==> config.mk <==
export PLATFORM = sky130hd
export DESIGN_NAME = timing_loop_ctrl
export DESIGN_NICKNAME = d
export VERILOG_FILES = /design/src/rtl/timing_loop_pkg.sv /design/src/rtl/timing_loop_ctrl_pi_core.sv /design/src/rtl/timing_loop_ctrl.sv
export SDC_FILE = /design/constraint.sdc
export NUM_CORES = 1
export LEC_CHECK = 0
export BUFFER_PORTS_ARGS = -buffer_cell sky130_fd_sc_hd__buf_2
export CAP_MARGIN = 30
export CORE_AREA = 4 4 134 136
export DETAILED_ROUTE_END_ITERATION = 6
export DIE_AREA = 0 0 138 140
export PLACE_DENSITY_LB_ADDON = 0.08
export SLEW_MARGIN = 25
export SYNTH_ARGS = -nofsm -noshare
export SYNTH_HDL_FRONTEND = slang
export SYNTH_HIERARCHICAL = 1
export SYNTH_SLANG_ARGS = --single-unit
==> constraint.sdc <==
create_clock -name clk -period 10.15 [get_ports clk]
set_input_delay 1.015 -clock clk [delete_from_list [all_inputs] [get_ports clk]]
set_output_delay 1.015 -clock clk [all_outputs]
set_load 0.05 [all_outputs]
==> src/rtl/timing_loop_pkg.sv <==
`default_nettype none
// ============================================================================
// Module   : timing_loop_pkg
// Desc     : Loop states, gain-set type and saturating helpers for the timing loop
// Revision : 1.0 - initial release
// ============================================================================
package timing_loop_pkg;

   typedef enum logic [1:0] {
      ST_IDLE  = 2'd0,
      ST_ACQ   = 2'd1,
      ST_TRACK = 2'd2,
      ST_HOLD  = 2'd3
   } loop_state_t;

   typedef struct packed {
      logic [4:0] kp_sh;
      logic [4:0] ki_sh;
   } gain_set_t;

   // Symmetric saturation to +/-(2^(width-1)-1); callers size-cast the result.
   function automatic logic signed [63:0] sat_add(input logic signed [63:0] a,
                                                  input logic signed [63:0] b,
                                                  input int width);
      logic signed [63:0] sum;
      logic signed [63:0] lim;
      logic signed [63:0] res;
      sum = a + b;
      lim = (64'sd1 <<< (width - 1)) - 64'sd1;
      if (sum > lim)
         res = lim;
      else if (sum < -lim)
         res = -lim;
      else
         res = sum;
      return res;
   endfunction

   // |x| with the most negative code folded onto the largest positive one.
   function automatic logic signed [63:0] abs_sat(input logic signed [63:0] x,
                                                  input int width);
      logic signed [63:0] lim;
      logic signed [63:0] res;
      lim = (64'sd1 <<< (width - 1)) - 64'sd1;
      if (x < -lim)
         res = lim;
      else if (x < 0)
         res = -x;
      else
         res = x;
      return res;
   endfunction

endpackage
`default_nettype wire

==> src/rtl/timing_loop_ctrl_pi_core.sv <==
`default_nettype none
// ============================================================================
// Module   : loop_pi_core
// Desc     : Two-stage PI datapath: error register, then integrator and output
// Revision : 1.0 - initial release
// ============================================================================
module loop_pi_core
   import timing_loop_pkg::*;
#(
   parameter int ERR_W  = 16,
   parameter int ACC_W  = 24,
   parameter int CTRL_W = 18
) (
   input  logic              clk,
   input  logic              reset_n,
   input  logic [ERR_W-1:0]  err,
   input  logic              val,
   input  gain_set_t         gains,
   input  logic              hold,
   input  logic              clear,
   output logic [CTRL_W-1:0] ctrl,
   output logic              ctrl_val
);

   logic signed [ERR_W-1:0]  r_err1;
   logic                     r_val1;
   gain_set_t                r_gain1;
   logic                     r_hold_d;
   logic signed [ACC_W-1:0]  r_integ;
   logic signed [CTRL_W-1:0] r_ctrl;
   logic                     r_ctrl_val;

   logic signed [63:0]       w_p;
   logic signed [63:0]       w_i_inc;
   logic signed [ACC_W-1:0]  w_integ_nx;
   logic signed [CTRL_W-1:0] w_ctrl_nx;
   logic signed [CTRL_W-1:0] w_ctrl_hold;

   always_comb begin
      w_p         = 64'(r_err1) >>> r_gain1.kp_sh;
      w_i_inc     = 64'(r_err1) >>> r_gain1.ki_sh;
      w_integ_nx  = ACC_W'(sat_add(64'(r_integ), w_i_inc, ACC_W));
      w_ctrl_nx   = CTRL_W'(sat_add(64'(w_integ_nx), w_p, CTRL_W));
      w_ctrl_hold = CTRL_W'(sat_add(64'(r_integ), 64'sd0, CTRL_W));
   end

   always_ff @(posedge clk or negedge reset_n) begin
      if (!reset_n) begin
         r_err1     <= '0;
         r_val1     <= 1'b0;
         r_gain1    <= '0;
         r_hold_d   <= 1'b0;
         r_integ    <= '0;
         r_ctrl     <= '0;
         r_ctrl_val <= 1'b0;
      end else begin
         // A clear squashes the sample in flight so it never lands after IDLE entry.
         r_err1     <= err;
         r_gain1    <= gains;
         r_val1     <= val && !clear;
         r_hold_d   <= hold;
         r_ctrl_val <= 1'b0;
         if (clear) begin
            r_integ    <= '0;
            r_ctrl     <= '0;
            r_ctrl_val <= (r_ctrl != '0);
         end else if (hold) begin
            if (!r_hold_d) begin
               r_ctrl     <= w_ctrl_hold;
               r_ctrl_val <= 1'b1;
            end
         end else if (r_val1) begin
            r_integ    <= w_integ_nx;
            r_ctrl     <= w_ctrl_nx;
            r_ctrl_val <= 1'b1;
         end
      end
   end

   assign ctrl     = r_ctrl;
   assign ctrl_val = r_ctrl_val;

endmodule
`default_nettype wire

==> src/rtl/timing_loop_ctrl.sv <==
`default_nettype none
// ============================================================================
// Module   : timing_loop_ctrl
// Desc     : Symbol-timing loop sequencer: state machine, lock detector, PI core
// Revision : 1.0 - initial release
// ============================================================================
module timing_loop_ctrl
   import timing_loop_pkg::*;
#(
   parameter int CTRL_W    = 18,
   parameter int ERR_W     = 16,
   parameter int ACC_W     = 24,
   parameter int KP_ACQ_SH = 2,
   parameter int KI_ACQ_SH = 6,
   parameter int KP_TRK_SH = 4,
   parameter int KI_TRK_SH = 10,
   parameter int ACQ_SYMS  = 256,
   parameter int LOCK_THR  = 1024,
   parameter int LOCK_SYMS = 64,
   parameter int LOSS_SYMS = 512
) (
   input  logic              clk,
   input  logic              reset_n,
   input  logic              enable_i,
   input  logic              carrier_det_i,
   input  logic [ERR_W-1:0]  ted_err_i,
   input  logic              ted_val_i,
   input  logic              sym_valid_i,
   output logic [CTRL_W-1:0] ctrl_o,
   output logic              ctrl_val_o,
   output logic [1:0]        state_o,
   output logic              locked_o
);

   localparam int        c_acq_cw  = $clog2(ACQ_SYMS);
   localparam int        c_lock_cw = $clog2(LOCK_SYMS + 1);
   localparam int        c_loss_cw = $clog2(LOSS_SYMS);
   localparam gain_set_t c_gain_acq = '{kp_sh: 5'(KP_ACQ_SH), ki_sh: 5'(KI_ACQ_SH)};
   localparam gain_set_t c_gain_trk = '{kp_sh: 5'(KP_TRK_SH), ki_sh: 5'(KI_TRK_SH)};

   loop_state_t            r_state;
   logic [c_acq_cw-1:0]    r_acq_cnt;
   logic [c_lock_cw-1:0]   r_lock_cnt;
   logic [c_loss_cw-1:0]   r_loss_cnt;
   logic                   r_locked;

   logic signed [ERR_W-1:0] w_err;
   logic [ERR_W-1:0]        w_abs_err;
   logic [c_lock_cw-1:0]    w_lock_nx;
   logic                    w_acq_done;
   logic                    w_loss_done;
   logic                    w_accept;
   logic                    w_clear;
   gain_set_t               w_gain;

   assign w_err       = ted_err_i;
   assign w_abs_err   = ERR_W'(abs_sat(64'(w_err), ERR_W));
   assign w_lock_nx   = (w_abs_err >= ERR_W'(LOCK_THR))           ? '0 :
                        (r_lock_cnt == c_lock_cw'(LOCK_SYMS))     ? r_lock_cnt :
                                                                    r_lock_cnt + 1'b1;
   assign w_acq_done  = (r_acq_cnt == c_acq_cw'(ACQ_SYMS - 1));
   assign w_loss_done = (r_loss_cnt == c_loss_cw'(LOSS_SYMS - 1));

   // Gains follow the registered state, so a sample on a transition cycle keeps the old gains.
   assign w_accept = ted_val_i && (r_state == ST_ACQ || r_state == ST_TRACK);
   assign w_gain   = (r_state == ST_TRACK) ? c_gain_trk : c_gain_acq;
   assign w_clear  = !enable_i || (r_state == ST_IDLE)
                   || (r_state == ST_ACQ && !carrier_det_i)
                   || (r_state == ST_HOLD && !carrier_det_i && sym_valid_i && w_loss_done);

   always_ff @(posedge clk or negedge reset_n) begin
      if (!reset_n) begin
         r_state    <= ST_IDLE;
         r_acq_cnt  <= '0;
         r_lock_cnt <= '0;
         r_loss_cnt <= '0;
         r_locked   <= 1'b0;
      end else if (!enable_i) begin
         r_state    <= ST_IDLE;
         r_acq_cnt  <= '0;
         r_lock_cnt <= '0;
         r_loss_cnt <= '0;
         r_locked   <= 1'b0;
      end else begin
         case (r_state)
            ST_IDLE: begin
               if (carrier_det_i)
                  r_state <= ST_ACQ;
            end
            ST_ACQ: begin
               if (!carrier_det_i) begin
                  r_state   <= ST_IDLE;
                  r_acq_cnt <= '0;
               end else if (ted_val_i) begin
                  if (w_acq_done) begin
                     r_state   <= ST_TRACK;
                     r_acq_cnt <= '0;
                  end else begin
                     r_acq_cnt <= r_acq_cnt + 1'b1;
                  end
               end
            end
            ST_TRACK: begin
               if (ted_val_i) begin
                  r_lock_cnt <= w_lock_nx;
                  r_locked   <= (w_lock_nx == c_lock_cw'(LOCK_SYMS));
               end
               if (!carrier_det_i) begin
                  r_state    <= ST_HOLD;
                  r_loss_cnt <= '0;
               end
            end
            ST_HOLD: begin
               if (carrier_det_i) begin
                  r_state    <= ST_TRACK;
                  r_loss_cnt <= '0;
                  r_lock_cnt <= '0;
                  r_locked   <= 1'b0;
               end else if (sym_valid_i) begin
                  if (w_loss_done) begin
                     r_state    <= ST_IDLE;
                     r_loss_cnt <= '0;
                     r_lock_cnt <= '0;
                     r_locked   <= 1'b0;
                  end else begin
                     r_loss_cnt <= r_loss_cnt + 1'b1;
                  end
               end
            end
            default: r_state <= ST_IDLE;
         endcase
      end
   end

   loop_pi_core #(
      .ERR_W  (ERR_W),
      .ACC_W  (ACC_W),
      .CTRL_W (CTRL_W)
   ) u_pi_core (
      .clk      (clk),
      .reset_n  (reset_n),
      .err      (ted_err_i),
      .val      (w_accept),
      .gains    (w_gain),
      .hold     (r_state == ST_HOLD),
      .clear    (w_clear),
      .ctrl     (ctrl_o),
      .ctrl_val (ctrl_val_o)
   );

   assign state_o  = r_state;
   assign locked_o = r_locked;

endmodule
`default_nettype wire

==> reports/qor.yml <==
numCtsBuffers: 9
rows: 48
root_buffer: "clkbuf_16"
yosys.cell_types.count: 84
crit_path_max_incr_delay_ps: 640
nets: 1341
synth-edff-count: 0
multiInputGateArea_um2: 6920
wl_per_cell_um: 18.9
fmax_mhz: 102
setup_violations: 0
netlist_area_um2: 9560
worst_skew_pair.late_latency_ps: 360
status: "complete, no violations"
worstSetupStartpointType: "flop"
cp-end-kind: "flop"
syn-instance-count: 1198
synth_flop_cell: "dfrtp_1"
yosys-top-cells-count: "nor2_1 (128), o21ai_0 (114), nand2_1 (111)"
yosysMostFrequentCell: "nor2_1"
hpwlAfterDp_um: 21400
worstHoldStart: "r_loss_cnt[7]$_DFFE_PN0P_"
die_x_um: 138
maxCapViolations: 0
synth-seq-cells: 98
hold_buffers: 0
hold_viol_final: 0
whs_ps: 470
period_minus_slack_ps: 9790
cp_max_fo: 7
final_cell_count_no_fill: 1469
grt_pass1_vias: 8703
portBuffers: 43
crit_top_cell: "buf_4"
fin_area_um2: 10600
cp.buffers_inverters: 3
syn_area_per_cell_um2: 7.98
cp.required_ps: 10420
drc_errors: 0
numClockSinks: 98
dp_cells: 1437
gr-total-overflow: 0
first_iter_violations: 702
start_util: 0.564
yosysTopAreaCellShare: 0.257
antenna_cells: 0
irDropWorstVdd_v: 0.000160
startpoint: "u_pi_core/r_gain1[1]$_DFF_PN0_"
reg2reg_from: "u_pi_core/r_gain1[1]$_DFF_PN0_"
fillers: 1570
leakage_nw: 4.75
synthTopCellsByArea: "dfrtp_1 (26%), ha_1 (7.7%), o21ai_0 (6.0%)"
cts_tree: "built"
crit_type: "flop to flop"
power_density_nw_per_um2: 169
core_um2: 16900
via_per_inst: 6.33
slowest_stage: "or4b_2"
worst_hold_path_type: "flop to flop"
period_share: 0.964
dieArea_um2: 19300
arrival_ps: 10060
grt_max_degree: 60
htree_levels: 3
drt_pass1_iterations: 5
dpl_cell_area_um2: 10000
vias: 9292
die_h_um: 140
relSlewSlack: 0.461
finish.utilization: 0.625
crit_family: "compound AO/OA/AOI/OAI gates"
wl_um: 27800
slew_violations: 0
final_layout_size_suffix_gt1_frac: 0.142
skew_ps: 11.8
tightestPinTransition_ps: 808
path_clk_slew_ps: 70
yosysWarnings: 6
synth-seq-area-share: 0.257
track_usage: 0.282
ff_latch_area_um2: 2460
ios: 44
gp_congestion: 0.999
grt_pass1_wl_um: 44700
synth_top_area_cell: "dfrtp_1"
antenna_found_initial: 0
cts_buffer_depth: 2
area_growth_syn_to_layout_pct: 10.8
async_reset_ff_frac: 1.00
drtAntennaViolNets: 0
registers in the layout, indices dropped and copies added, names as in the netlist:
register and flops:
u_pi_core/ctrl 18, state_o 2, r_loss_cnt 9, u_pi_core/r_err1 16
r_acq_cnt 8, u_pi_core/r_gain1 10, locked_o 1, r_lock_cnt 7
u_pi_core/r_val1 1, u_pi_core/ctrl_val 1, u_pi_core/r_hold_d 1, u_pi_core/r_integ 24
path summary, 6_finish.rpt:
path	to	slack, ps	cells past startpoint
max in group asynchronous	u_pi_core/r_err1[15]$_DFF_PN0_	8320	2
max reg2reg	u_pi_core/ctrl[11]$_DFFE_PN0P_	360	40
min reg2reg	r_loss_cnt[7]$_DFFE_PN0P_	470	1
min	r_loss_cnt[7]$_DFFE_PN0P_	470	1
max	u_pi_core/ctrl[11]$_DFFE_PN0P_	360	40
min in group asynchronous	u_pi_core/r_hold_d$_DFF_PN0_	630	1
layout make-up:
cell class / instances / share of cell area
Clock buffer: 10 / 0.0226
Clock inverter: 5 / 0.00425
Inverter: 34 / 0.0125
Multi-Input combinational cell: 1016 / 0.653
Sequential cell: 98 / 0.232
Tap cell: 225 / 0.0266
Timing Repair Buffer: 81 / 0.0487
layer usage:
layer	global-route usage	vias to the layer above	wire length [µm]
met4	0.0894	0	780
met3	0.0410	61	1560
li1	-	4518	-
met1	0.376	4421	12200
met2	0.475	292	13300
met5	0	-	0
repair_timing:
item	4_1_cts	5_1_grt
gates resized for setup	4	37
endpoints found under the setup margin	16	17
setup buffers	0	14
gates cloned	0	3
pin swaps	0	22
metrics by stage:
stage,setup TNS (ps),power (W),worst slack [ps]
final,0,0.00178,362
after floorplan,0,0.00116,131
after detailed placement,-2140,0.00139,-230
after CTS,0,0.00174,0.0746
after global routing,-144,0.00190,-44.5
after global placement,0,0.00138,112
placed cells by master (no fill, tap or decap), types with 18 or more instances in the layout:
cell / instances
a21o_1: 35
a21oi_1: 90
a31oi_1: 28
buf_2: 42
buf_4: 38
dfrtp_1: 95
fa_1: 18
ha_1: 57
inv_1: 30
mux2i_1: 23
nand2_1: 111
nand3_1: 29
nand4_1: 24
nor2_1: 125
nor3_1: 24
o21ai_0: 110
xnor2_1: 27
where the power goes:
group / internal, W / switching [W]
Clock: 0.000176 / 0.000164
Sequential: 0.000435 / 0.0000669
Combinational: 0.000342 / 0.000601
Total: 0.000952 / 0.000832
worst reg2reg max path, delay by kind of cell (launching register included):
kind / cells / cell delay (ps)
compound gates: 19 / 3770
mux: 1 / 170
buf+inv: 3 / 510
flops: 1 / 440
simple gates: 12 / 3090
fa+ha+maj: 5 / 1720
cells by family (layout without fill, tap and decap cells):
group	after synthesis	in the layout	synth area share
and+or+nand+nor	434	435	0.224
AOI/OAI and AO/OA	410	412	0.271
DFF	98	98	0.257
buffers and inverters	91	130	0.0374
adders and majority gates	79	79	0.119
muxes	43	43	0.0535
xor gates and xnor gates	41	41	0.0376
other	2	6	0.000786
(Power assumes the default switching activity.)
